File: config.mk
export PLATFORM = sky130hd
export DESIGN_NAME = serial_add_ctrl
export DESIGN_NICKNAME = d
export VERILOG_FILES = /design/src/rtl/serial_add_pkg.sv /design/src/rtl/fa_cell.sv /design/src/rtl/ha.sv /design/src/rtl/serial_add_ctrl.sv
export SDC_FILE = /design/constraint.sdc
export NUM_CORES = 1
export LEC_CHECK = 0
export ABC_AREA = 0
export CAP_MARGIN = 15
export CORE_MARGIN = 5
export CORE_UTILIZATION = 55
export DETAILED_ROUTE_END_ITERATION = 10
export GPL_TIMING_DRIVEN = 1
export PLACE_DENSITY = 0.89
export SYNTH_ARGS = -nofsm -noshare
export SYNTH_HDL_FRONTEND = slang
export SYNTH_SLANG_ARGS = --single-unit
File: constraint.sdc
create_clock -name clk -period 2.4 [get_ports clk]
set_input_delay 0.48 -clock clk [delete_from_list [all_inputs] [get_ports clk]]
set_output_delay 0.48 -clock clk [all_outputs]
set_load 0.02 [all_outputs]
File: src/rtl/serial_add_pkg.sv
// Shared types for the bit-serial adder sequencer.
// FSM state encoding and its width.
package serial_add_pkg;

    localparam int STATE_W = 2;

    typedef enum logic [STATE_W-1:0] {
        IDLE = 2'd0,
        RUN  = 2'd1,
        DONE = 2'd2
    } state_t;

endpackage

File: src/rtl/fa_cell.sv
// One-bit full adder built from two half-adders and an OR.
// The only arithmetic in the serial adder.
module fa_cell (
    input  logic a,
    input  logic b,
    input  logic ci,
    output logic s,
    output logic co
);

    logic s0;
    logic c0;
    logic c1;

    ha u_ha0 (
        .a (a),
        .b (b),
        .s (s0),
        .c (c0)
    );

    ha u_ha1 (
        .a (s0),
        .b (ci),
        .s (s),
        .c (c1)
    );

    assign co = c0 | c1;

endmodule

File: src/rtl/ha.sv
// Half-adder: the basic two-input sum/carry gate pair.
// Building block of the full-adder cell.
module ha (
    input  logic a,
    input  logic b,
    output logic s,
    output logic c
);

    assign s = a ^ b;
    assign c = a & b;

endmodule

File: src/rtl/serial_add_ctrl.sv
// Bit-serial adder sequencer: one full-adder cell reused over WIDTH cycles.
// Operands in on a start handshake, sum out on a result handshake.
module serial_add_ctrl
    import serial_add_pkg::*;
#(
    parameter int WIDTH = 8
) (
    input  logic             clk,
    input  logic             rst,
    input  logic             start_valid,
    output logic             start_ready,
    input  logic [WIDTH-1:0] op_a,
    input  logic [WIDTH-1:0] op_b,
    input  logic             cin,
    output logic             res_valid,
    input  logic             res_ready,
    output logic [WIDTH-1:0] res_sum,
    output logic             res_cout,
    output logic             busy
);

    localparam int CW = $clog2(WIDTH + 1);

    state_t           state;
    state_t           state_nxt;
    logic [WIDTH-1:0] sa;
    logic [WIDTH-1:0] sb;
    logic [WIDTH-1:0] sum;
    logic [WIDTH-1:0] sum_nxt;
    logic             carry;
    logic [CW-1:0]    cnt;
    logic             s;
    logic             co;
    logic             last;

    fa_cell u_fa (
        .a  (sa[0]),
        .b  (sb[0]),
        .ci (carry),
        .s  (s),
        .co (co)
    );

    // New sum bit enters at the MSB so the LSB-first stream lands aligned.
    generate
        if (WIDTH == 1) begin : g_w1
            assign sum_nxt = s;
        end else begin : g_wn
            assign sum_nxt = {s, sum[WIDTH-1:1]};
        end
    endgenerate

    assign last        = (cnt == CW'(WIDTH - 1));
    assign start_ready = (state == IDLE);
    assign busy        = (state == RUN) || (state == DONE);

    // State register.
    always_ff @(posedge clk or posedge rst) begin
        if (rst) begin
            state <= IDLE;
        end else begin
            state <= state_nxt;
        end
    end

    // Next-state decode.
    always_comb begin
        state_nxt = state;
        unique case (state)
            IDLE: if (start_valid) state_nxt = RUN;
            RUN:  if (last)        state_nxt = DONE;
            DONE: if (res_ready)   state_nxt = IDLE;
            default:               state_nxt = IDLE;
        endcase
    end

    // Operand shifters, carry, counter and result registers.
    always_ff @(posedge clk or posedge rst) begin
        if (rst) begin
            sa        <= '0;
            sb        <= '0;
            sum       <= '0;
            carry     <= 1'b0;
            cnt       <= '0;
            res_sum   <= '0;
            res_cout  <= 1'b0;
            res_valid <= 1'b0;
        end else begin
            unique case (state)
                IDLE: begin
                    if (start_valid) begin
                        sa    <= op_a;
                        sb    <= op_b;
                        carry <= cin;
                        cnt   <= '0;
                    end
                end
                RUN: begin
                    sa    <= sa >> 1;
                    sb    <= sb >> 1;
                    carry <= co;
                    sum   <= sum_nxt;
                    cnt   <= cnt + CW'(1);
                    if (last) begin
                        res_sum   <= sum_nxt;
                        res_cout  <= co;
                        res_valid <= 1'b1;
                    end
                end
                DONE: begin
                    if (res_ready) begin
                        res_valid <= 1'b0;
                    end
                end
                default: begin
                    res_valid <= 1'b0;
                end
            endcase
        end
    end

endmodule

==> results_dict.tcl, run 1 <==
set metrics [dict create \
    cts.root.buffer_cell "clkbuf_4" \
    synth_flop_cell "dfrtp_1" \
    syn_inst 151 \
    overflow 0 \
    fin_util 0.723 \
    fin_crit_sh 0.953 \
    vias 1259 \
    cts.sinks 40 \
    outcome "complete, no violations" \
    setup_viol 0 \
    timing.fmax_mhz 437 \
    synth_warnings 0 \
    place_congestion 0.851 \
    fill_cells 233 \
    htree_levels 2 \
    detail_route.iter0.violations 50 \
    leakage_nw 1.03 \
    async_flop_share 1.00 \
    yosys-top-cells-area "dfrtp_1 (55%), mux2_2 (9.9%), mux2i_1 (8.3%)" \
    path_clk_slew_ns 0.11 \
    synth.distinct_cells 30 \
    clock_path_buffers 2 \
    nets 212 \
    rows 20 \
    reg2regPathDepth 4 \
    synth_seq_area_share 0.551 \
    dp_hpwl_mm 2.58 \
    cp_data_arrival_time_ns 1.81 \
    synth_enable_flop_cells 0 \
    grt_max_degree 41 \
    drc 0 \
    netlist_area_um2 1820 \
    post_cts_resized 0 \
    routed_wl_mm 3.51 \
    die-area_um2 4550 \
    postRouteAntennaNets 0 \
    finalSetupTns_ns 0 \
    fp.dieH_um 67.5 \
    worstPathMaxFanout 6 \
    drt-vias-per-instance 5.45 \
    power.total_mw 2.77 \
    crit-reg2reg-launch "state[1]" \
    coreArea_um2 3100 \
    grt_pass1_vias 1365 \
    holdPathStages 2 \
    startpoint_type "register" \
    antenna_found_initial 0 \
    port_buffers 32 \
    drv_cap 0 \
    cellPowerDensity_nw_per_um2 1230 \
    skew_ns 0.00523 \
    ios 33 \
    hp-start "sb[5]" \
    slew_viol_final 0 \
    hold_viol_final 0 \
    path_class "register to output pin" \
    start_util 0.586 \
    r2r_setup_slack_ns 0.58 \
    maxSlewHeadroom 0.671 \
    synth_area_per_cell_um2 12.0 \
    worst_pin_slew_ns 0.494 \
    worst_setup_path_end_kind "output pin" \
    drt-pass1-iter-count 4 \
    rsz0062_at_grt "false" \
    clock_latency_ns 0.34 \
    synth_top_area_share 0.551 \
    ys_ff_latch 40 \
    cts_hold_buf 0 \
    grt_pass1_wl_mm 6.12 \
    postCtsSetupRepairBufs 0 \
    cts_buffers 5 \
    r2r-end "res_sum[2]" \
    hp-class "register to register" \
    antenna_cells 0 \
    syn_nets 177 \
    dieWidth_um 67.5 \
    grt_usage 0.184 \
    drive_gt1_frac 0.160 \
    required_ns 1.92 \
    period_needed_ns 2.29 \
    yosysTopAreaCell "dfrtp_1" \
    cts_tree "done" \
    wl_per_cell_um 15.2 \
    syn2layout_area_growth_pct 23.5 \
    irDropWorstVdd_v 0.000771 \
    min_to "sb[5]" \
]
-- worst max-delay path by stage --
stage | from | to | slack (ns) | cells after the start
floorplan | state[0] | sa[0] | 0.84 | 7
global placement | state[0] | start_ready | 0.56 | 3
detailed placement | state[1] | start_ready | 0.50 | 3
CTS | state[1] | start_ready | 0.11 | 3
global route | state[0] | start_ready | 0.03 | 3
finish | state[1] | start_ready | 0.11 | 3
-- cell usage in the layout (no fill, tap or decap) --
cell type / instances
nand4_2: 1
and3b_1: 1
nand2_1: 24
o21ai_0: 16
o32ai_2: 1
o211ai_1: 2
fa_1: 1
mux2i_2: 1
dfrtp_1: 40
a21oi_1: 2
nand3_1: 1
o32a_1: 1
clkinv_2: 1
inv_1: 5
or2b_1: 1
clkbuf_4: 5
nor3_1: 1
ha_1: 4
mux2_2: 16
buf_4: 4
nand3b_1: 1
nand4b_1: 1
a211oi_1: 1
clkdlybuf4s50_1: 32
bufinv_16: 1
nor2b_1: 1
mux2i_1: 15
clkbuf_1: 1
a31oi_1: 2
nand2b_1: 1
a32o_1: 1
o21ai_1: 2
-- per-layer routing --
metal  track usage  vias up  wire length [um]
met5             0        -                 0
met2         0.322       30              1910
met4        0.0861        0                69
met1         0.212      626              1380
met3        0.0433        7               155
li1              -      596                 -
-- critical path, cell delays in order (launching register included) --
cell,delay [ns]
dfrtp_1,0.42
inv_1,0.10
ha_1,0.29
clkdlybuf4s50_1,0.66
-- flip-flops by register name (all words and copies together) (netlist names) --
| name | flops |
|---|---|
| carry | 1 |
| cnt | 4 |
| res_cout | 1 |
| res_sum | 8 |
| res_valid | 1 |
| sa | 8 |
| sb | 8 |
| state | 2 |
| sum | 7 |
-- through the flow --
step,setup WS [ns],cell area [um^2],cells,hold WS [ns]
CTS,0.108,2240,231,0.499
global route,0.0328,2240,231,0.527
detailed placement,0.498,2170,223,0.474
global placement,0.558,2170,223,0.461
finish,0.113,2240,231,0.495
floorplan,0.839,1820,151,0.448
-- cell usage after synthesis, types with 2 or more instances --
cell type   n
mux2i_1    15
a21oi_1     2
mux2_2     16
buf_6       2
o211ai_1    2
a31oi_1     2
nand2_1    24
buf_2       4
dfrtp_1    40
o21ai_0    16
inv_1       5
ha_1        4
o21ai_1     2
-- logic make-up (layout without fill, tap and decap cells) --
| family | Yosys count | count (layout) | synth area share |
|---|---|---|---|
| DFF | 40 | 40 | 0.551 |
| buffers and inverters | 13 | 49 | 0.0406 |
| muxes | 32 | 32 | 0.189 |
| adders and majority gates | 5 | 5 | 0.0385 |
| and+or+nand+nor | 33 | 33 | 0.0867 |
| AOI/OAI and AO/OA | 28 | 28 | 0.0943 |
-- cell type report --
| type | count | area, um^2 | area share |
|---|---|---|---|
| Clock buffer | 6 | 41.3 | 0.0184 |
| Clock inverter | 2 | 35.0 | 0.0156 |
| Inverter | 5 | 18.8 | 0.00836 |
| Multi-Input combinational cell | 98 | 743 | 0.331 |
| Sequential cell | 40 | 1000 | 0.446 |
| Tap cell | 44 | 55.1 | 0.0245 |
| Timing Repair Buffer | 36 | 350 | 0.156 |
-- power breakdown --
group	total (mW)	leakage [nW]	switching, mW	internal [mW]
sequential	1.13	0.509	0.172	0.960
combinational	1.21	0.480	0.620	0.587
clock	0.428	0.0422	0.210	0.218
total	2.77	1.03	1.00	1.77
(Power assumes the default switching activity.)
==> run 2, diff against run 1 <==
- CELL_PAD_IN_SITES_DETAIL_PLACEMENT: default -> 0
- CELL_PAD_IN_SITES_GLOBAL_PLACEMENT: default -> 1
- CORE_UTILIZATION: 55 -> 44
- HOLD_SLACK_MARGIN: default -> 0.03
==> run 2 against run 1 <==
Global-route usage is 4.6 points lower. Die area is 21% higher. Sequential power hardly changed. Setup slack better by 0.063 ns. Via count is 3.7% lower. Flip-flop and latch count stayed put. Power is 5.4% higher. Critical path type unchanged.
==> results_dict.tcl, run 2 (synthesis gave the netlist of run 1 again) <==
set metrics [dict create \
    drv_cap 0 \
    switching_share 0.344 \
    routed_wl_mm 3.33 \
    ios 33 \
    cts_buffers 5 \
    drt-pass1-iter-count 4 \
    drc 0 \
    htree_levels 2 \
    skew_ns 0.00622 \
    dp_hpwl_mm 2.43 \
    r2r-end "res_sum[3]" \
    power_switching_mw 1.00 \
    finalSetupTns_ns 0 \
    timing.fmax_mhz 450 \
    cts_tree "done" \
    required_ns 1.92 \
    path_clk_slew_ns 0.07 \
    slew_viol_final 0 \
    hp-class "register to register" \
    path_class "register to output pin" \
    r2r_setup_slack_ns 0.56 \
    cts.root.buffer_cell "clkbuf_8" \
    syn2layout_area_growth_pct 26.6 \
    cellPowerDensity_nw_per_um2 1270 \
    overflow 0 \
    clock_latency_ns 0.29 \
    worst_pin_slew_ns 0.495 \
    rsz0062_at_grt "false" \
    coreArea_um2 4000 \
    cts_hold_buf 0 \
    antenna_found_initial 0 \
    hp-start "sb[3]" \
    reg2regPathDepth 4 \
    vias 1212 \
    postRouteAntennaNets 0 \
    antenna_cells 0 \
    fin_crit_sh 0.927 \
    drive_gt1_frac 0.166 \
    fp.dieH_um 74.3 \
    worst_setup_path_end_kind "output pin" \
    design_area_um2 2300 \
    startpoint_type "register" \
    detail_route.iter0.violations 83 \
    dieWidth_um 74.3 \
    share_clk_of_total_power 0.202 \
    internal_power_mw 1.92 \
    maxSlewHeadroom 0.670 \
    crit-reg2reg-launch "state[1]" \
    place_congestion 0.844 \
    period_needed_ns 2.22 \
    post_cts_resized 0 \
    postCtsSetupRepairBufs 0 \
    port_buffers 32 \
    nets 212 \
    worstPathMaxFanout 6 \
    final_common_cell "dfrtp_1" \
    leakage_nw 1.05 \
    rows 23 \
    drt-vias-per-instance 5.11 \
    grt_usage 0.138 \
    final_cell_mix "dfrtp_1 (40), clkdlybuf4s50_1 (32), nand2_1 (24)" \
    hold_viol_final 0 \
    grt_max_degree 41 \
    outcome "complete, no violations" \
    grt_pass1_vias 1239 \
    cts.sinks 40 \
    pwr-share-comb 0.411 \
    wl_per_cell_um 14.0 \
    min_to "sb[3]" \
    dpl-instance-area_um2 2180 \
    holdPathStages 2 \
    start_util 0.454 \
    clock_path_buffers 2 \
    largestRegisters "res_sum: 8 flops, sa: 8 flops, sb: 8 flops" \
    setup_viol 0 \
    irDropWorstVdd_v 0.000808 \
    cp_data_arrival_time_ns 1.74 \
    grt_pass1_wl_mm 5.63 \
    die-area_um2 5520 \
    seqPwrFrac 0.387 \
]
-- run 2: cell types whose count changed in the layout (fill, tap and decap cells not counted), sizes merged --
cell	delta
clkbuf	+1
clkinv	-1
-- run 2: power groups by stage --
stage / clock (mW) / sequential [mW] / combinational [mW]
finish: 0.588 / 1.13 / 1.20
global route: 0.641 / 1.17 / 1.34
detailed placement: 0 / 1.15 / 1.22
CTS: 0.610 / 1.13 / 1.23
global placement: 0 / 1.13 / 1.16
floorplan: 0 / 1.16 / 0.861
-- run 2: how the worst max path moves through the flow --
stage	end	startpoint	slack [ns]
6_report	start_ready	state[0]	0.18
5_1_grt	start_ready	state[0]	0.06
4_1_cts	start_ready	state[0]	0.15
3_5_place_dp	start_ready	state[0]	0.50
3_3_place_gp	start_ready	state[0]	0.56
2_1_floorplan	sa[0]	state[0]	0.84
-- run 2: area by class of cell --
type | count | area (um^2)
inverter | 5 | 18.8
tap | 50 | 62.6
sequential | 40 | 1000
clock buffer | 7 | 96.3
timing repair buffer | 36 | 350
multi-input combinational | 98 | 743
clock inverter | 1 | 30.0
fill | 331 | 1700
-- run 2: through the flow --
step / power, mW / hold WS [ns] / utilization / instances / setup WS, ns
floorplan: 2.03 / 0.448 / - / 151 / 0.839
global placement: 2.29 / 0.461 / 0.544 / 229 / 0.560
detailed placement: 2.37 / 0.471 / 0.544 / 229 / 0.497
CTS: 2.97 / 0.487 / 0.576 / 237 / 0.146
global route: 3.15 / 0.515 / 0.576 / 237 / 0.0639
finish: 2.92 / 0.481 / 0.576 / 237 / 0.176
-- run 2: per-layer routing --
layer | routed length, um | vias up | global-route usage
li1 | - | 597 | -
met1 | 1400 | 578 | 0.168
met2 | 1640 | 29 | 0.217
met3 | 197 | 8 | 0.0541
met4 | 87 | 0 | 0.0652
met5 | 0 | - | 0
-- run 2: worst max-delay path, cell delays in order, from the launching register on --
cell and delay, ns:
dfrtp_1 0.38, inv_1 0.11, ha_1 0.31, clkdlybuf4s50_1 0.66
